`config.mk`:
```
export PLATFORM = sky130hd
export DESIGN_NAME = tft_timing_gen_flat
export DESIGN_NICKNAME = d
export VERILOG_FILES = /design/src/rtl/tft_timing_gen_if.sv /design/src/rtl/tft_timing_gen.sv /design/src/flat_wrapper.sv
export SDC_FILE = /design/constraint.sdc
export NUM_CORES = 1
export LEC_CHECK = 0
export ABC_AREA = 1
export CAP_MARGIN = 10
export CORE_UTILIZATION = 30
export CTS_BUF_LIST = sky130_fd_sc_hd__clkbuf_4 sky130_fd_sc_hd__clkbuf_8
export CTS_CLUSTER_SIZE = 30
export DETAILED_ROUTE_END_ITERATION = 12
export GPL_TIMING_DRIVEN = 1
export SLEW_MARGIN = 20
export SYNTH_ARGS = -nofsm -noshare
export SYNTH_HDL_FRONTEND = slang
export SYNTH_SLANG_ARGS = --single-unit
```
`constraint.sdc`:
```
create_clock -name clk -period 1.44 [get_ports clk]
set_input_delay 0.432 -clock clk [delete_from_list [all_inputs] [get_ports clk]]
set_output_delay 0.432 -clock clk [all_outputs]
set_load 0.02 [all_outputs]
```
`src/rtl/tft_timing_gen_if.sv`:
```
// TFT raster bundle between the timing generator and its
// color source / panel pins.
interface tft_timing_gen_if;
  logic        ena;
  logic [23:0] color_in;
  logic [9:0]  tft_x;
  logic [8:0]  tft_y;
  logic        tft_new_frame;
  logic        tft_active;
  logic        tft_clk;
  logic        tft_hsync_n;
  logic        tft_vsync_n;
  logic        tft_de;
  logic [23:0] tft_rgb;
  logic        tft_disp;
  logic [15:0] frame_count;

  modport master (
    input  ena, color_in,
    output tft_x, tft_y, tft_new_frame, tft_active,
    output tft_clk, tft_hsync_n, tft_vsync_n, tft_de,
    output tft_rgb, tft_disp, frame_count
  );

  modport slave (
    output ena, color_in,
    input  tft_x, tft_y, tft_new_frame, tft_active,
    input  tft_clk, tft_hsync_n, tft_vsync_n, tft_de,
    input  tft_rgb, tft_disp, frame_count
  );
endinterface

```
`src/rtl/tft_timing_gen.sv`:
```
// TFT raster generator: pixel divider, scan counters, syncs,
// and color-latency alignment of DE/sync/RGB to the panel.
module tft_timing_gen #(
  parameter int CLK_DIV       = 4,
  parameter int H_ACTIVE      = 480,
  parameter int H_FRONT       = 2,
  parameter int H_SYNC        = 41,
  parameter int H_BACK        = 2,
  parameter int V_ACTIVE      = 272,
  parameter int V_FRONT       = 2,
  parameter int V_SYNC        = 10,
  parameter int V_BACK        = 2,
  parameter int COLOR_LATENCY = 1
) (
  input logic              clk,
  input logic              rstb,
  tft_timing_gen_if.master tft
);

  localparam int H_TOTAL = H_ACTIVE + H_FRONT + H_SYNC + H_BACK;
  localparam int V_TOTAL = V_ACTIVE + V_FRONT + V_SYNC + V_BACK;
  localparam int DW = (CLK_DIV > 2) ? $clog2(CLK_DIV) : 1;
  localparam int SW = (COLOR_LATENCY > 0) ? COLOR_LATENCY : 1;

  localparam logic [DW-1:0] DIV_LAST = DW'(CLK_DIV - 1);
  localparam logic [DW-1:0] DIV_HALF = DW'(CLK_DIV / 2);
  localparam logic [9:0] X_LAST = 10'(H_TOTAL - 1);
  localparam logic [9:0] X_ACT  = 10'(H_ACTIVE);
  localparam logic [9:0] HS_BEG = 10'(H_ACTIVE + H_FRONT);
  localparam logic [9:0] HS_END = 10'(H_ACTIVE + H_FRONT + H_SYNC);
  localparam logic [8:0] Y_LAST = 9'(V_TOTAL - 1);
  localparam logic [8:0] Y_ACT  = 9'(V_ACTIVE);
  localparam logic [8:0] Y_VBL  = 9'(V_ACTIVE - 1);
  localparam logic [8:0] VS_BEG = 9'(V_ACTIVE + V_FRONT);
  localparam logic [8:0] VS_END = 9'(V_ACTIVE + V_FRONT + V_SYNC);

  typedef struct packed {
    logic de;
    logic hs;
    logic vs;
  } raw_t;

  logic [DW-1:0] div_q, div_d;
  logic [9:0]    x_q, x_d;
  logic [8:0]    y_q, y_d;
  logic [15:0]   fc_q, fc_d;
  logic          nf_q, nf_d;
  logic          pclk_q, pclk_d;
  logic          de_q, de_d;
  logic          hs_n_q, hs_n_d;
  logic          vs_n_q, vs_n_d;
  logic [23:0]   rgb_q, rgb_d;
  logic          disp_q;
  raw_t [SW-1:0] sr_q, sr_d;

  logic tick;
  logic x_wrap;
  logic y_wrap;
  logic active;
  raw_t raw;
  raw_t dly;

  always_comb begin
    tick   = tft.ena && (div_q == DIV_LAST);
    x_wrap = (x_q == X_LAST);
    y_wrap = (y_q == Y_LAST);
    active = (x_q < X_ACT) && (y_q < Y_ACT);
    raw.de = active;
    raw.hs = (x_q >= HS_BEG) && (x_q < HS_END);
    raw.vs = (y_q >= VS_BEG) && (y_q < VS_END);
    dly    = (COLOR_LATENCY == 0) ? raw : sr_q[SW-1];
  end

  always_comb begin
    div_d  = div_q;
    x_d    = x_q;
    y_d    = y_q;
    fc_d   = fc_q;
    nf_d   = 1'b0;
    de_d   = de_q;
    hs_n_d = hs_n_q;
    vs_n_d = vs_n_q;
    rgb_d  = rgb_q;
    sr_d   = sr_q;
    pclk_d = (div_q >= DIV_HALF);
    if (!tft.ena) begin
      // Disabled: raster parked at origin, panel blanked.
      div_d  = '0;
      x_d    = '0;
      y_d    = '0;
      sr_d   = '0;
      de_d   = 1'b0;
      hs_n_d = 1'b1;
      vs_n_d = 1'b1;
      rgb_d  = '0;
    end else begin
      div_d = tick ? '0 : div_q + DW'(1);
      if (tick) begin
        x_d = x_wrap ? '0 : x_q + 10'd1;
        if (x_wrap) begin
          y_d = y_wrap ? '0 : y_q + 9'd1;
          if (y_wrap) fc_d = fc_q + 16'd1;
        end
        nf_d  = x_wrap && (y_q == Y_VBL);
        sr_d[0] = raw;
        for (int i = 1; i < SW; i++) sr_d[i] = sr_q[i-1];
        de_d   = dly.de;
        hs_n_d = ~dly.hs;
        vs_n_d = ~dly.vs;
        rgb_d  = dly.de ? tft.color_in : 24'h0;
      end
    end
  end

  always_ff @(posedge clk) begin
    if (!rstb) begin
      div_q  <= '0;
      x_q    <= '0;
      y_q    <= '0;
      fc_q   <= '0;
      nf_q   <= 1'b0;
      pclk_q <= 1'b0;
      de_q   <= 1'b0;
      hs_n_q <= 1'b1;
      vs_n_q <= 1'b1;
      rgb_q  <= '0;
      disp_q <= 1'b0;
      sr_q   <= '0;
    end else begin
      div_q  <= div_d;
      x_q    <= x_d;
      y_q    <= y_d;
      fc_q   <= fc_d;
      nf_q   <= nf_d;
      pclk_q <= pclk_d;
      de_q   <= de_d;
      hs_n_q <= hs_n_d;
      vs_n_q <= vs_n_d;
      rgb_q  <= rgb_d;
      disp_q <= tft.ena;
      sr_q   <= sr_d;
    end
  end

  assign tft.tft_x         = x_q;
  assign tft.tft_y         = y_q;
  assign tft.tft_new_frame = nf_q;
  assign tft.tft_active    = active;
  assign tft.tft_clk       = pclk_q;
  assign tft.tft_hsync_n   = hs_n_q;
  assign tft.tft_vsync_n   = vs_n_q;
  assign tft.tft_de        = de_q;
  assign tft.tft_rgb       = rgb_q;
  assign tft.tft_disp      = disp_q;
  assign tft.frame_count   = fc_q;

endmodule

```
`src/flat_wrapper.sv`:
```
// flat-port wrapper written by rule: the top's interface ports become plain ports
module tft_timing_gen_flat 
#(
  parameter int CLK_DIV       = 4,
  parameter int H_ACTIVE      = 480,
  parameter int H_FRONT       = 2,
  parameter int H_SYNC        = 41,
  parameter int H_BACK        = 2,
  parameter int V_ACTIVE      = 272,
  parameter int V_FRONT       = 2,
  parameter int V_SYNC        = 10,
  parameter int V_BACK        = 2,
  parameter int COLOR_LATENCY = 1
)
  (clk, rstb, tft_ena, tft_color_in, tft_tft_x, tft_tft_y, tft_tft_new_frame, tft_tft_active, tft_tft_clk, tft_tft_hsync_n, tft_tft_vsync_n, tft_tft_de, tft_tft_rgb, tft_tft_disp, tft_frame_count);
  tft_timing_gen_if tft_i ();
  input logic clk;
  input logic rstb;
  input wire logic [$bits(tft_i.ena)-1:0] tft_ena;
  input wire logic [$bits(tft_i.color_in)-1:0] tft_color_in;
  output wire logic [$bits(tft_i.tft_x)-1:0] tft_tft_x;
  output wire logic [$bits(tft_i.tft_y)-1:0] tft_tft_y;
  output wire logic [$bits(tft_i.tft_new_frame)-1:0] tft_tft_new_frame;
  output wire logic [$bits(tft_i.tft_active)-1:0] tft_tft_active;
  output wire logic [$bits(tft_i.tft_clk)-1:0] tft_tft_clk;
  output wire logic [$bits(tft_i.tft_hsync_n)-1:0] tft_tft_hsync_n;
  output wire logic [$bits(tft_i.tft_vsync_n)-1:0] tft_tft_vsync_n;
  output wire logic [$bits(tft_i.tft_de)-1:0] tft_tft_de;
  output wire logic [$bits(tft_i.tft_rgb)-1:0] tft_tft_rgb;
  output wire logic [$bits(tft_i.tft_disp)-1:0] tft_tft_disp;
  output wire logic [$bits(tft_i.frame_count)-1:0] tft_frame_count;
  assign tft_i.ena = tft_ena;
  assign tft_i.color_in = tft_color_in;
  assign tft_tft_x = tft_i.tft_x;
  assign tft_tft_y = tft_i.tft_y;
  assign tft_tft_new_frame = tft_i.tft_new_frame;
  assign tft_tft_active = tft_i.tft_active;
  assign tft_tft_clk = tft_i.tft_clk;
  assign tft_tft_hsync_n = tft_i.tft_hsync_n;
  assign tft_tft_vsync_n = tft_i.tft_vsync_n;
  assign tft_tft_de = tft_i.tft_de;
  assign tft_tft_rgb = tft_i.tft_rgb;
  assign tft_tft_disp = tft_i.tft_disp;
  assign tft_frame_count = tft_i.frame_count;
  tft_timing_gen #(.CLK_DIV(CLK_DIV), .H_ACTIVE(H_ACTIVE), .H_FRONT(H_FRONT), .H_SYNC(H_SYNC), .H_BACK(H_BACK), .V_ACTIVE(V_ACTIVE), .V_FRONT(V_FRONT), .V_SYNC(V_SYNC), .V_BACK(V_BACK), .COLOR_LATENCY(COLOR_LATENCY)) u_core (.clk(clk), .rstb(rstb), .tft(tft_i));
endmodule
```
Word level (Yosys, flattened, before mapping)
Cells that the tools add are included.
{"block": "word_totals", "inputBits": 27, "register_bits": 70}
{"block": "classes", "order_cmp": 7, "n_mux": 3, "n_eq_ne": 4, "n_bitwise": 4, "n_reduce_logical": 10, "n_addsub": 4}
{"operator": "24-bit 2-to-1 mux", "n": 1}
{"operator": "9-bit == test, second input constant", "n": 2}
{"operator": "9-bit less-than comparator, second input constant", "n": 2}
{"operator": "16-bit by 1-bit adder with 16-bit output, second input constant", "n": 1}
{"operator": "10-bit by 1-bit adder with 10-bit output, second input constant", "n": 1}
{"operator": "10-bit == test, second input constant", "n": 1}
{"operator": "10-bit by 9-bit greater-or-equal comparator with 1-bit output, second input constant", "n": 1}
{"operator": "10-bit less-than comparator, second input constant", "n": 1}
{"operator": "10-bit by 9-bit less-than comparator with 1-bit output, second input constant", "n": 1}
{"operator": "10-bit 2-to-1 mux", "n": 1}
{"operator": "9-bit by 1-bit adder with 9-bit output, second input constant", "n": 1}
{"operator": "9-bit greater-or-equal comparator, second input constant", "n": 1}
{"operator": "9-bit 2-to-1 mux", "n": 1}
{"operator": "1-bit logical AND", "n": 5}
{"operator": "1-bit inverter", "n": 4}
{"operator": "2-bit AND reduction", "n": 2}
{"operator": "4-bit AND reduction", "n": 1}
{"operator": "3-bit AND reduction", "n": 1}
{"operator": "3-bit OR reduction", "n": 1}
{"operator": "2-bit by 1-bit adder with 2-bit output, second input constant", "n": 1}
{"operator": "2-bit == test, second input constant", "n": 1}
{"operator": "2-bit greater-or-equal comparator, second input constant", "n": 1}

Longest topological paths before layout
{"block": "depth", "depth_word": 3, "mapped_depth": 10}

Least setup slack after synthesis
OpenSTA, ideal clock, no wires.
{"block": "synth_timing", "kind": "register to register", "start": "reg u_core.y_q[0], in the netlist u_core.tft.tft_y[0]", "end": "reg u_core.fc_q[11], in the netlist u_core.tft.frame_count[11]", "path_slack_ns": -0.189, "arrival_time_ns": 1.516, "required_time_ns": 1.326, "path_stages_with_launch": 10, "path_buffers": 1, "synth_period_minus_slack_ns": 1.629, "path_cell_list": "dfxtp_1 -> ha_1 -> nand3_1 -> inv_1 -> nand4_2 -> nor2_8 -> buf_8 -> nand3_1 -> nand2_1 -> nor2_1"}
{"block": "synth_via", "elab_chain_len": 2}
{"item": "start, declared", "line": "tft_timing_gen.sv:45", "text": "logic [8:0] y_q, y_d;"}
{"item": "start signal, assigned", "line": "tft_timing_gen.sv:132", "text": "y_q <= y_d;"}
{"item": "9-bit == test", "line": "tft_timing_gen.sv:66", "text": "y_wrap = (y_q == Y_LAST);"}
{"item": "4-bit AND reduction (no source line)"}
{"item": "end signal, assigned", "line": "tft_timing_gen.sv:120", "text": "fc_q <= '0;"}
{"item": "end signal, assigned", "line": "tft_timing_gen.sv:133", "text": "fc_q <= fc_d;"}
{"item": "end, declared", "line": "tft_timing_gen.sv:46", "text": "logic [15:0] fc_q, fc_d;"}
Every way passes these cells.
A chain may end at the register's enable or synchronous reset.

Final worst setup path
{"block": "layout_timing", "start": "reg u_core.y_q[5], in the netlist u_core.tft.tft_y[5]", "end": "out tft_tft_active"}
{"block": "layout_via", "elab_chain_len": 2}
{"item": "9-bit less-than comparator", "line": "tft_timing_gen.sv:67", "text": "active = (x_q < X_ACT) && (y_q < Y_ACT);"}
{"item": "1-bit logical AND", "line": "tft_timing_gen.sv:67"}
{"item": "end, declared", "line": "flat_wrapper.sv:24", "text": "output wire logic [$bits(tft_i.tft_active)-1:0] tft_tft_active;"}
Every way passes these cells.

==> flow_summary.yaml <==
timing:
  hold-worst-slack_ns: 0.436
  tightest_slew_ns: 0.382
  relSlewSlack_pct: 74.3
  layout_setup_ws_ns: -0.354
  finalSetupViolCount: 39
  rsz0062_at_grt: "true"
  fin_crit_sh_pct: 125
  slew_viol_final: 0
  clock-skew-final_ns: 0.0114
  final.min_clock_period_ns: 1.79
  max_freq_ghz: 0.557
  final_hold_viol_count: 0
routing:
  drc: 0
  wl_met2_mm: 5.71
  viasPerCell: 4.77
  dr.first_iter.drc_count: 94
  routed_wl_mm: 11.3
  ant_nets: 0
  wl_met3_um: 696
  top_layer: "met4"
  wl_per_cell_um: 14.1
  dr.pass1.iters: 4
  vias: 3832
  wl_met1_mm: 4.68
cts:
  clkSinkCount: 70
  clkLatencyLatePin_ns: 0.37
  clk_pin_slew_worst_paths_ns: 0.08
  cts_made_buffers: 9
  cts_tree: "built"
  cts_buffer_depth: 2
  htree_levels: 3
  clockRootBuffer: "clkbuf_8"
place:
  dp.cells: 753
  dpl.hpwl_mm: 7.03
  routabilityCongestion: 0.821
  place_ws_ns: -0.631
  placed_area_um2: 5010
  port_buffers: 92
outcome:
  status: "complete, but fails checks"
  violations: "setup timing"
synthesis:
  yosys_register_bits: 70
  synth-xor-area-share_pct: 1.85
  syn_inst: 459
  ys_seq_area_share_pct: 42.3
  synth.area.mux_share_pct: 0
  synth-main-ff-cell: "dfxtp_1"
  synth.area.top_cells: "dfxtp_1 42%, nand2_1 14%, nor2_1 7.6%, nand3_1 5.4%, inv_1 4.9%"
  synth_most_common_cell: "nand2_1"
  synth_area_um2: 3310
  synthesis.nets: 494
  synth_top_area_share_pct: 42.3
  yosys-top-cells-count: "121 x nand2_1, 70 x dfxtp_1, 67 x nor2_1"
  yosysUniqueCellTypes: 32
  yosysTopAreaCell: "dfxtp_1"
  synth_edf_count: 0
  synth.avg_cell_area_um2: 7.21
  yosys.area_share.simple_pct: 33.7
  synthAdderAreaFrac_pct: 3.02
  synth_top_family_by_area: "simple AND/OR/NAND/NOR gates"
  yosysWarnings: 0
  synth_compound_area_share_pct: 11.3
  synthArstFlopShare_pct: 0
critical_path:
  worst_setup_path_start_kind: "register"
  crit_arrival_ns: 1.36
  critical_path_buf_inv_count: 2
  cp_cell_sequence: "nor2_4, nand2_2, o21ai_2, nand3_1, inv_2, buf_6"
  crit_path_top_delay_cell: "dfxtp_2"
  crit_path_end_kind: "output port"
  path_max_fanout: 2
  worst_path_largest_cell_delay_ns: 0.33
  crit_family: "flip-flops"
  criticalPathCategory: "register to output port"
  required_ns: 1.01
global_route:
  grt_use_total_pct: 19.5
  grt_pass1_vias: 3695
  grt_max_degree: 25
  grt_pass1_wl_mm: 17.3
  grt_overflow: 0
  antenna_found_initial: 0
final_layout:
  area_growth_pct: 80.7
  instances_no_fill: 803
  fin_area_um2: 5980
  nNetsFinal: 697
  drive_gt1_share_pct: 49.9
  antenna_cells: 0
  postLayoutCoreUtil_pct: 56.9
floorplanning:
  rows: 37
  dieHeight_um: 107
  io-pin-count: 93
  fp.dieArea_um2: 11500
  initial_utilization_pct: 31.5
  core_region_area_um2: 10500
  die_x_um: 107
pwr:
  max-vdd-ir-drop_mv: 0.578
  powerDensity_nw_per_um2: 643
  p_leak_nw: 2.54
min_path:
  hp-class: "register to register"
job:
  max_cap_viol_count: 0
==> state kept, by name (all words and copies together), names as in the netlist <==
signal                    count
u_core.tft.tft_new_frame      1
u_core.tft.tft_rgb           24
u_core.tft.tft_x             10
u_core.dly                    3
u_core.div_q                  2
u_core.tft.tft_hsync_n        1
u_core.tft.tft_de             1
u_core.tft.frame_count       16
u_core.tft.tft_vsync_n        1
u_core.tft.tft_y              9
u_core.tft.tft_clk            1
u_core.tft.tft_disp           1
==> path summary, 6_finish.rpt <==
kind | to | cells after the start | slack, ns | from
worst min register to register | u_core.tft.tft_vsync_n | 1 | 0.44 | u_core.dly[0]
worst max-delay path | tft_tft_active | 6 | -0.35 | u_core.tft.tft_y[5]
worst max register to register | u_core.tft.frame_count[12] | 13 | -0.25 | u_core.tft.tft_x[7]
worst min-delay path | u_core.tft.tft_vsync_n | 1 | 0.44 | u_core.dly[0]
==> metrics by stage <==
stage	total power [mW]	setup TNS, ns
final	3.84	-4.75
after global routing	3.98	-8.62
after CTS	3.87	-4.33
after detailed placement	2.15	-33.18
after global placement	2.15	-32.59
after floorplan	2.03	-0.114
==> cells by family (layout without fill, tap and decap cells) <==
logic type               after synthesis  count (layout)
flip-flops                            70              70
AND/OR/NAND/NOR                      254             254
AO/OA/AOI/OAI                         61              61
XOR/XNOR                               7               7
buffers and inverters                 59             267
adder cells (fa/ha/maj)                8               8
==> placed cells by master (no fill, tap or decap), drive strengths merged <==
cell type      count
bufinv             1
dlygate4sd2        1
clkdlybuf4s50     24
o2111ai            1
o21ai             12
clkbuf            14
a21oi             45
clkdlybuf4s15     10
o21bai             1
a32o               2
inv               46
nand2            123
nor4               2
xor2               7
nand3             38
nor3               7
clkinvlp           1
ha                 8
nand3b             1
dfxtp             70
nand4              8
dlymetal6s2s       1
clkinv             1
buf              168
nor2              75
==> repair_timing <==
item,CTS,global route
setup buffers,20,14
pin swaps,33,40
hold endpoints to repair,0,0
resized for setup,330,125
cloned,6,0
endpoints found under the setup margin,125,102
hold buffers,0,0
==> cell type report <==
class	instances	area, um2
clock buffers	13	166
multi-input cells	330	2080
clock inverters	3	42.5
flip-flops and latches	70	1440
well taps	136	170
fillers	939	4530
inverters	46	185
repair buffers	205	1890
==> layer usage <==
layer	vias to the layer above	GRT usage [%]
met3	21	7.54
met5	-	0
met1	1825	22.0
met4	0	8.41
li1	1887	-
met2	99	32.7
==> power breakdown <==
| part | switching, mW | internal [mW] |
|---|---|---|
| clock network | 0.790 | 0.932 |
| logic | 0.0807 | 0.104 |
| registers | 0.00359 | 1.93 |
Note: power is estimated with default switching activity, not from simulation.
